$ cat config.mk
export PLATFORM = sky130hd
export DESIGN_NAME = sha2_msg_sched_gen
export DESIGN_NICKNAME = d
export VERILOG_FILES = /design/src/rtl/sha2_pkg.sv /design/src/rtl/sha2_sched_sigma.sv /design/src/rtl/sha2_msg_sched_gen.sv
export SDC_FILE = /design/constraint.sdc
export NUM_CORES = 2
export LEC_CHECK = 0
export CAP_MARGIN = 0
export CORE_MARGIN = 1
export CORE_UTILIZATION = 64
export DETAILED_ROUTE_END_ITERATION = 6
export PLACE_DENSITY = 0.87
export SYNTH_ARGS = -nofsm -noshare
export SYNTH_HDL_FRONTEND = slang
export SYNTH_SLANG_ARGS = --single-unit
$ cat constraint.sdc
create_clock -name clk -period 10.2 [get_ports clk]
set_input_delay 1.02 -clock clk [delete_from_list [all_inputs] [get_ports clk]]
set_output_delay 1.02 -clock clk [all_outputs]
set_load 0.02 [all_outputs]
$ cat src/rtl/sha2_pkg.sv
// Shared definitions for the SHA-2 message scheduler: FSM states, round counts
// and the sigma rotate/shift amounts selected by word width.
package sha2_pkg;

  typedef enum logic [0:0] {
    IDLE = 1'b0,
    RUN  = 1'b1
  } state_t;

  localparam int ROUNDS_256 = 64;
  localparam int ROUNDS_512 = 80;
  localparam logic [15:0] MASK_FULL = 16'hFFFF;

  function automatic int rounds_for(input int word_w);
    if (word_w == 64) begin
      return ROUNDS_512;
    end else begin
      return ROUNDS_256;
    end
  endfunction

  // k = 0/1 -> the two rotate amounts, k = 2 -> the logical shift amount
  function automatic int sig_amt(input int word_w, input bit is_s1, input int k);
    int code;
    code = ((word_w == 64) ? 6 : 0) + (is_s1 ? 3 : 0) + k;
    case (code)
      0:       return 7;
      1:       return 18;
      2:       return 3;
      3:       return 17;
      4:       return 19;
      5:       return 10;
      6:       return 1;
      7:       return 8;
      8:       return 7;
      9:       return 19;
      10:      return 61;
      11:      return 6;
      default: return 0;
    endcase
  endfunction

endpackage

$ cat src/rtl/sha2_sched_sigma.sv
// Combinational small-sigma function of the SHA-2 message schedule:
// ROTR(a) ^ ROTR(b) ^ SHR(c), amounts picked by word width and s0/s1 select.
module sha2_sched_sigma
  import sha2_pkg::*;
#(
  parameter int WORD_W = 32,
  parameter bit IS_S1  = 1'b0
) (
  input  logic [WORD_W-1:0] x,
  output logic [WORD_W-1:0] y
);

  localparam int RA = sig_amt(WORD_W, IS_S1, 0);
  localparam int RB = sig_amt(WORD_W, IS_S1, 1);
  localparam int SH = sig_amt(WORD_W, IS_S1, 2);

  assign y = ((x >> RA) | (x << (WORD_W - RA)))
           ^ ((x >> RB) | (x << (WORD_W - RB)))
           ^ (x >> SH);

endmodule

$ cat src/rtl/sha2_msg_sched_gen.sv
// SHA-256/512 message scheduler: 16-word ring loaded in IDLE, then W[0..N-1]
// streamed over valid/ready, with either a single-cycle or a serial adder.
module sha2_msg_sched_gen
  import sha2_pkg::*;
#(
  parameter int WORD_W     = 32,
  parameter int NUM_ROUNDS = 64,
  parameter int SERIAL_ADD = 0
) (
  input  logic              clk,
  input  logic              reset_n,
  input  logic              clear,
  input  logic              load_valid,
  input  logic [3:0]        load_addr,
  input  logic [WORD_W-1:0] load_data,
  output logic              load_ready,
  input  logic              start,
  output logic              wt_valid,
  input  logic              wt_ready,
  output logic [WORD_W-1:0] wt_data,
  output logic [6:0]        wt_round,
  output logic              busy,
  output logic              done
);

  if (!(WORD_W == 32 || WORD_W == 64)) begin : g_bad_word_w
    $fatal(1, "sha2_msg_sched_gen: WORD_W must be 32 or 64");
  end
  if (NUM_ROUNDS != rounds_for(WORD_W)) begin : g_bad_rounds
    $fatal(1, "sha2_msg_sched_gen: NUM_ROUNDS does not match WORD_W");
  end

  localparam bit         SER        = (SERIAL_ADD != 0);
  localparam logic [6:0] LAST_ROUND = 7'(NUM_ROUNDS - 1);

  state_t              state_r, state_nxt_s;
  logic [WORD_W-1:0]   ring_r [16];
  logic [15:0]         mask_r;
  logic                wt_valid_r;
  logic [WORD_W-1:0]   wt_data_r;
  logic [6:0]          wt_round_r;
  logic                done_r;
  logic [1:0]          step_r;

  logic [3:0]          idx_s;
  logic [6:0]          round_inc_s;
  logic                hs_s, last_s, go_s;
  logic [WORD_W-1:0]   s0_in_s, s1_in_s, s0_s, s1_s, next_s;

  assign idx_s       = wt_round_r[3:0];
  assign round_inc_s = wt_round_r + 7'd1;
  assign hs_s        = wt_valid_r & wt_ready & (state_r == RUN);
  assign last_s      = (wt_round_r == LAST_ROUND);
  assign go_s        = start & (mask_r == MASK_FULL) & (state_r == IDLE);

  sha2_sched_sigma #(.WORD_W(WORD_W), .IS_S1(1'b0)) u_s0 (.x(s0_in_s), .y(s0_s));
  sha2_sched_sigma #(.WORD_W(WORD_W), .IS_S1(1'b1)) u_s1 (.x(s1_in_s), .y(s1_s));

  // Slot indices are relative to the round being handed over (parallel) or the
  // round being built (serial); 4-bit arithmetic gives the mod-16 ring wrap.
  if (SER) begin : g_ser
    assign s0_in_s = ring_r[idx_s + 4'd1];
    assign s1_in_s = ring_r[idx_s + 4'd14];

    // One two-input add per step, accumulating into wt_data while it is invalid
    always_comb begin
      next_s = wt_data_r;
      case (step_r)
        2'd0:    next_s = ring_r[idx_s] + s0_s;
        2'd1:    next_s = wt_data_r + ring_r[idx_s + 4'd9];
        2'd2:    next_s = wt_data_r + s1_s;
        default: next_s = wt_data_r;
      endcase
    end
  end else begin : g_par
    assign s0_in_s = ring_r[idx_s + 4'd2];
    assign s1_in_s = ring_r[idx_s - 4'd1];
    assign next_s  = s1_s + ring_r[idx_s - 4'd6] + s0_s + ring_r[idx_s + 4'd1];
  end

  // State register
  always_ff @(posedge clk or negedge reset_n) begin
    if (!reset_n) begin
      state_r <= IDLE;
    end else begin
      state_r <= state_nxt_s;
    end
  end

  // Next-state logic; clear overrides everything
  always_comb begin
    state_nxt_s = state_r;
    if (clear) begin
      state_nxt_s = IDLE;
    end else begin
      case (state_r)
        IDLE:    state_nxt_s = go_s ? RUN : IDLE;
        RUN:     state_nxt_s = (hs_s && last_s) ? IDLE : RUN;
        default: state_nxt_s = IDLE;
      endcase
    end
  end

  // Ring, load mask and output stream datapath
  always_ff @(posedge clk or negedge reset_n) begin
    if (!reset_n) begin
      for (int i = 0; i < 16; i++) begin
        ring_r[i] <= '0;
      end
      mask_r     <= 16'h0000;
      wt_valid_r <= 1'b0;
      wt_data_r  <= '0;
      wt_round_r <= 7'd0;
      done_r     <= 1'b0;
      step_r     <= 2'd0;
    end else if (clear) begin
      mask_r     <= 16'h0000;
      wt_valid_r <= 1'b0;
      done_r     <= 1'b0;
      step_r     <= 2'd0;
    end else begin
      done_r <= 1'b0;
      case (state_r)
        IDLE: begin
          if (load_valid) begin
            ring_r[load_addr] <= load_data;
            mask_r[load_addr] <= 1'b1;
          end
          if (go_s) begin
            wt_valid_r <= 1'b1;
            wt_round_r <= 7'd0;
            wt_data_r  <= ring_r[4'd0];
          end
        end
        RUN: begin
          if (hs_s) begin
            if (wt_round_r >= 7'd16) begin
              ring_r[idx_s] <= wt_data_r;
            end
            if (last_s) begin
              wt_valid_r <= 1'b0;
              done_r     <= 1'b1;
              mask_r     <= 16'h0000;
            end else begin
              wt_round_r <= round_inc_s;
              if (round_inc_s < 7'd16) begin
                wt_data_r <= ring_r[round_inc_s[3:0]];
              end else if (SER) begin
                wt_valid_r <= 1'b0;
                step_r     <= 2'd0;
              end else begin
                wt_data_r <= next_s;
              end
            end
          end else if (SER && !wt_valid_r) begin
            wt_data_r <= next_s;
            step_r    <= step_r + 2'd1;
            if (step_r == 2'd2) begin
              wt_valid_r <= 1'b1;
            end
          end
        end
        default: begin
          wt_valid_r <= 1'b0;
        end
      endcase
    end
  end

  assign load_ready = (state_r == IDLE);
  assign busy       = (state_r == RUN);
  assign wt_valid   = wt_valid_r;
  assign wt_data    = wt_data_r;
  assign wt_round   = wt_round_r;
  assign done       = done_r;

endmodule

==> flow_metrics.env <==
export IMPL_final_common_cell="dfrtp_1"
export IMPL_worst_slew_margin_rel_pct=2.910
export IMPL_grt_pass1_wl_um=246900
export IMPL_grt_usage_pct=50.73
export IMPL_routed_top_layer="met5"
export IMPL_fmax_ghz=0.1235
export IMPL_via_per_inst=8.945
export IMPL_critPathLaunchType="flop"
export IMPL_yosysTopAreaCell="dfrtp_1"
export IMPL_wl_um=168200
export IMPL_post_cts_resized=0
export IMPL_clock_root_buffer="clkbuf_16"
export IMPL_cts_max_level=2
export IMPL_finalCriticalPeriod_ps=8095
export IMPL_clock_sinks=570
export IMPL_synth_area_per_cell_um2=11.58
export IMPL_antenna_found_initial=3
export IMPL_drv_slew=0
export IMPL_post_cts_buffers=0
export IMPL_synth_top_area_share_pct=33.93
export IMPL_fin_skew_ps=30.33
export IMPL_netlist_area_mm2=0.04204
export IMPL_overflow=0
export IMPL_fillers=4369
export IMPL_port_buffers=84
export IMPL_rsz0062_at_grt="false"
export IMPL_reg2reg_from="wt_round[1]"
export IMPL_final_hold_viol_count=0
export IMPL_grt_pass1_vias=37720
export IMPL_p_per_area_mw_per_mm2=307.1
export IMPL_wl_met1_um=51070
export IMPL_yosysUniqueCellTypes=63
export IMPL_synthArstFlopShare_pct=100.0
export IMPL_cts_buffers=60
export IMPL_fin_crit_sh_pct=79.36
export IMPL_synth_main_ff_cell="dfrtp_1"
export IMPL_setup_viol=0
export IMPL_r2r_cells=21
export IMPL_vias=38800
export IMPL_final_nets=3575
export IMPL_dp_hpwl_um=97230
export IMPL_clkLatencyLatePin_ps=670
export IMPL_cp_required_ps=10770
export IMPL_p_leak_uw=0.01635
export IMPL_crit_path_top_delay_cell="dfrtp_4"
export IMPL_ir_drop_uv=335.3
export IMPL_violations="DRC"
export IMPL_yosys_top_cells_area="dfrtp_1 (34%), mux4_2 (23%), o221ai_1 (9.5%)"
export IMPL_cp_num_cells=21
export IMPL_drt_pass1_iter_count=7
export IMPL_boundaryPins=85
export IMPL_cpLargestDelayFamily="adder cells"
export IMPL_cp_max_fo=45
export IMPL_synth_seq_cells=570
export IMPL_wl_met2_um=66650
export IMPL_tightest_slew_ps=1451
export IMPL_status="complete, but fails checks"
export IMPL_hp_class="primary input to async pin"
export IMPL_remaining_drc_errors=39
export IMPL_avgRoutedWirePerCell_um=38.79
export IMPL_final_area_mm2=0.04520
export IMPL_rows=93
export IMPL_cp_end_kind="flop"
export IMPL_synth_nets=3775
export IMPL_cts_tree="yes"
export IMPL_gp_congestion=1.047
export IMPL_max_stage_delay_ps=980
export IMPL_hold_buffers=0
export IMPL_layout_common_cells="dfrtp_1 (567), o221ai_1 (454), o21a_1 (452)"
export IMPL_clk_pin_slew_ps=70
export IMPL_fin_tns_setup_ps=0
export IMPL_clk_path_buf_depth=3
export IMPL_critical_path_class="flop to flop"
export IMPL_grt_max_degree=174
export IMPL_core_mm2=0.06470
export IMPL_area_delta_synth_final_pct=7.499
export IMPL_synth_edf_count=0
export IMPL_ant_nets=0
export IMPL_arrival_ps=8660
export IMPL_final_layout_size_suffix_gt1_share_pct=20.53
export IMPL_critPathLaunch="wt_round[1]"
export IMPL_die_width_um=258.3
export IMPL_critPathBufInv=3
export IMPL_drt_iter0_drc=7947
export IMPL_met3WireLength_um=33520
export IMPL_die_y_um=258.3
export IMPL_synth_seq_area_share_pct=33.93
export IMPL_yosys_warnings=0
export IMPL_die_area_mm2=0.06672
export IMPL_initial_core_util_pct=64.99
export IMPL_syn_inst=3632
export IMPL_placed_cell_area_mm2=0.04324
export IMPL_maxCapViolCount=0
export IMPL_path_cells="inv_1 -> ha_4 -> buf_4 -> mux4_2 -> mux4_2 -> xnor2_1 -> xnor2_1 -> fa_1 -> fa_1 -> ha_1 -> inv_1 -> fa_1 -> nor2b_1 -> o31a_1 -> o31ai_1 -> nand2_1 -> a311o_1 -> and3_1 -> o311ai_0 -> o21ai_0 -> o21ai_0"
export IMPL_critPathMostFrequentCell="fa_1"
## cell usage after synthesis, drive strengths merged (7+ instances only)
| cell type | number |
|---|---|
| a211oi | 7 |
| a21o | 18 |
| a21oi | 118 |
| a22oi | 32 |
| a31oi | 25 |
| a32oi | 32 |
| and3 | 7 |
| buf | 92 |
| clkbuf | 339 |
| dfrtp | 570 |
| fa | 62 |
| ha | 39 |
| inv | 99 |
| mux2 | 35 |
| mux2i | 39 |
| mux4 | 446 |
| nand2 | 224 |
| nand3 | 22 |
| nand4 | 7 |
| nor2 | 151 |
| nor2b | 11 |
| nor3 | 12 |
| o211ai | 13 |
| o21a | 452 |
| o21ai | 118 |
| o221ai | 454 |
| or3 | 14 |
| xnor2 | 113 |
| xor2 | 33 |
## per-layer routing
layer | up-vias | global-route usage, %
li1 | 14100 | -
met1 | 18670 | 61.29
met2 | 4575 | 67.93
met3 | 1446 | 28.97
met4 | 8 | 35.80
met5 | - | 0.3561
## path summary, 6_finish.rpt
path / slack [ps] / end
max: 2110 / wt_data[27]
min: 380 / mask_r[4]
max reg2reg: 2110 / wt_data[27]
min reg2reg: 500 / mask_r[3]
max in group asynchronous: 7450 / ring_r[315]
min in group clk: 500 / mask_r[3]
## where the power goes
group	total, µW	internal (µW)	switching, µW
Clock	2240	1250	989
Sequential	3390	2760	631
Combinational	8250	3650	4590
## worst reg2reg max path, delay by kind of cell (launching register included)
family	cells	cell delay, ps
compound gates	6	1820
xor+xnor	2	410
mux	2	1190
flops	1	980
simple gates	3	550
buf+inv	3	1070
fa+ha+maj	5	1970
## final cells by class
cell class                      instances  area, µm²  area share [%]
Clock inverter                         21      226.5          0.5011
Antenna cell                            5      12.51         0.02768
Inverter                               99      371.6          0.8222
Sequential cell                       570      14270           31.58
Multi-Input combinational cell       2532      25960           57.43
Timing Repair Buffer                  169       1584           3.505
Tap cell                              855       1070           2.367
Clock buffer                           86       1700           3.762
## flip-flops by register name, indices dropped and copies added, names as in the netlist
name and count:
ring_r 512, wt_valid 1, busy 1, wt_data 32, done 1, wt_round 7
mask_r 16
## logic make-up (layout without fill, tap and decap cells)
kind of cell | count (synthesis) | in the layout | synth area share [%]
buffers and inverters | 530 | 375 | 5.154
flip-flops | 570 | 570 | 33.93
AND/OR/NAND/NOR | 460 | 460 | 4.532
AO/OA/AOI/OAI | 1305 | 1305 | 23.36
XOR/XNOR | 146 | 146 | 3.077
other | 0 | 5 | 0
multiplexers | 520 | 520 | 25.84
adder cells (fa/ha/maj) | 101 | 101 | 4.113
## stage by stage
step	util (%)	std cells	hold WS [ps]	setup slack (ps)	power [µW]
floorplan	-	3632	455.0	2380	9221
finish	69.86	4337	381.7	2105	13880
global route	69.84	4332	477.6	1882	14630
CTS	69.81	4331	443.8	2278	13550
detailed placement	66.83	4224	485.0	2357	11270
global placement	66.83	4224	470.1	2472	11200
(Power assumes the default switching activity.)
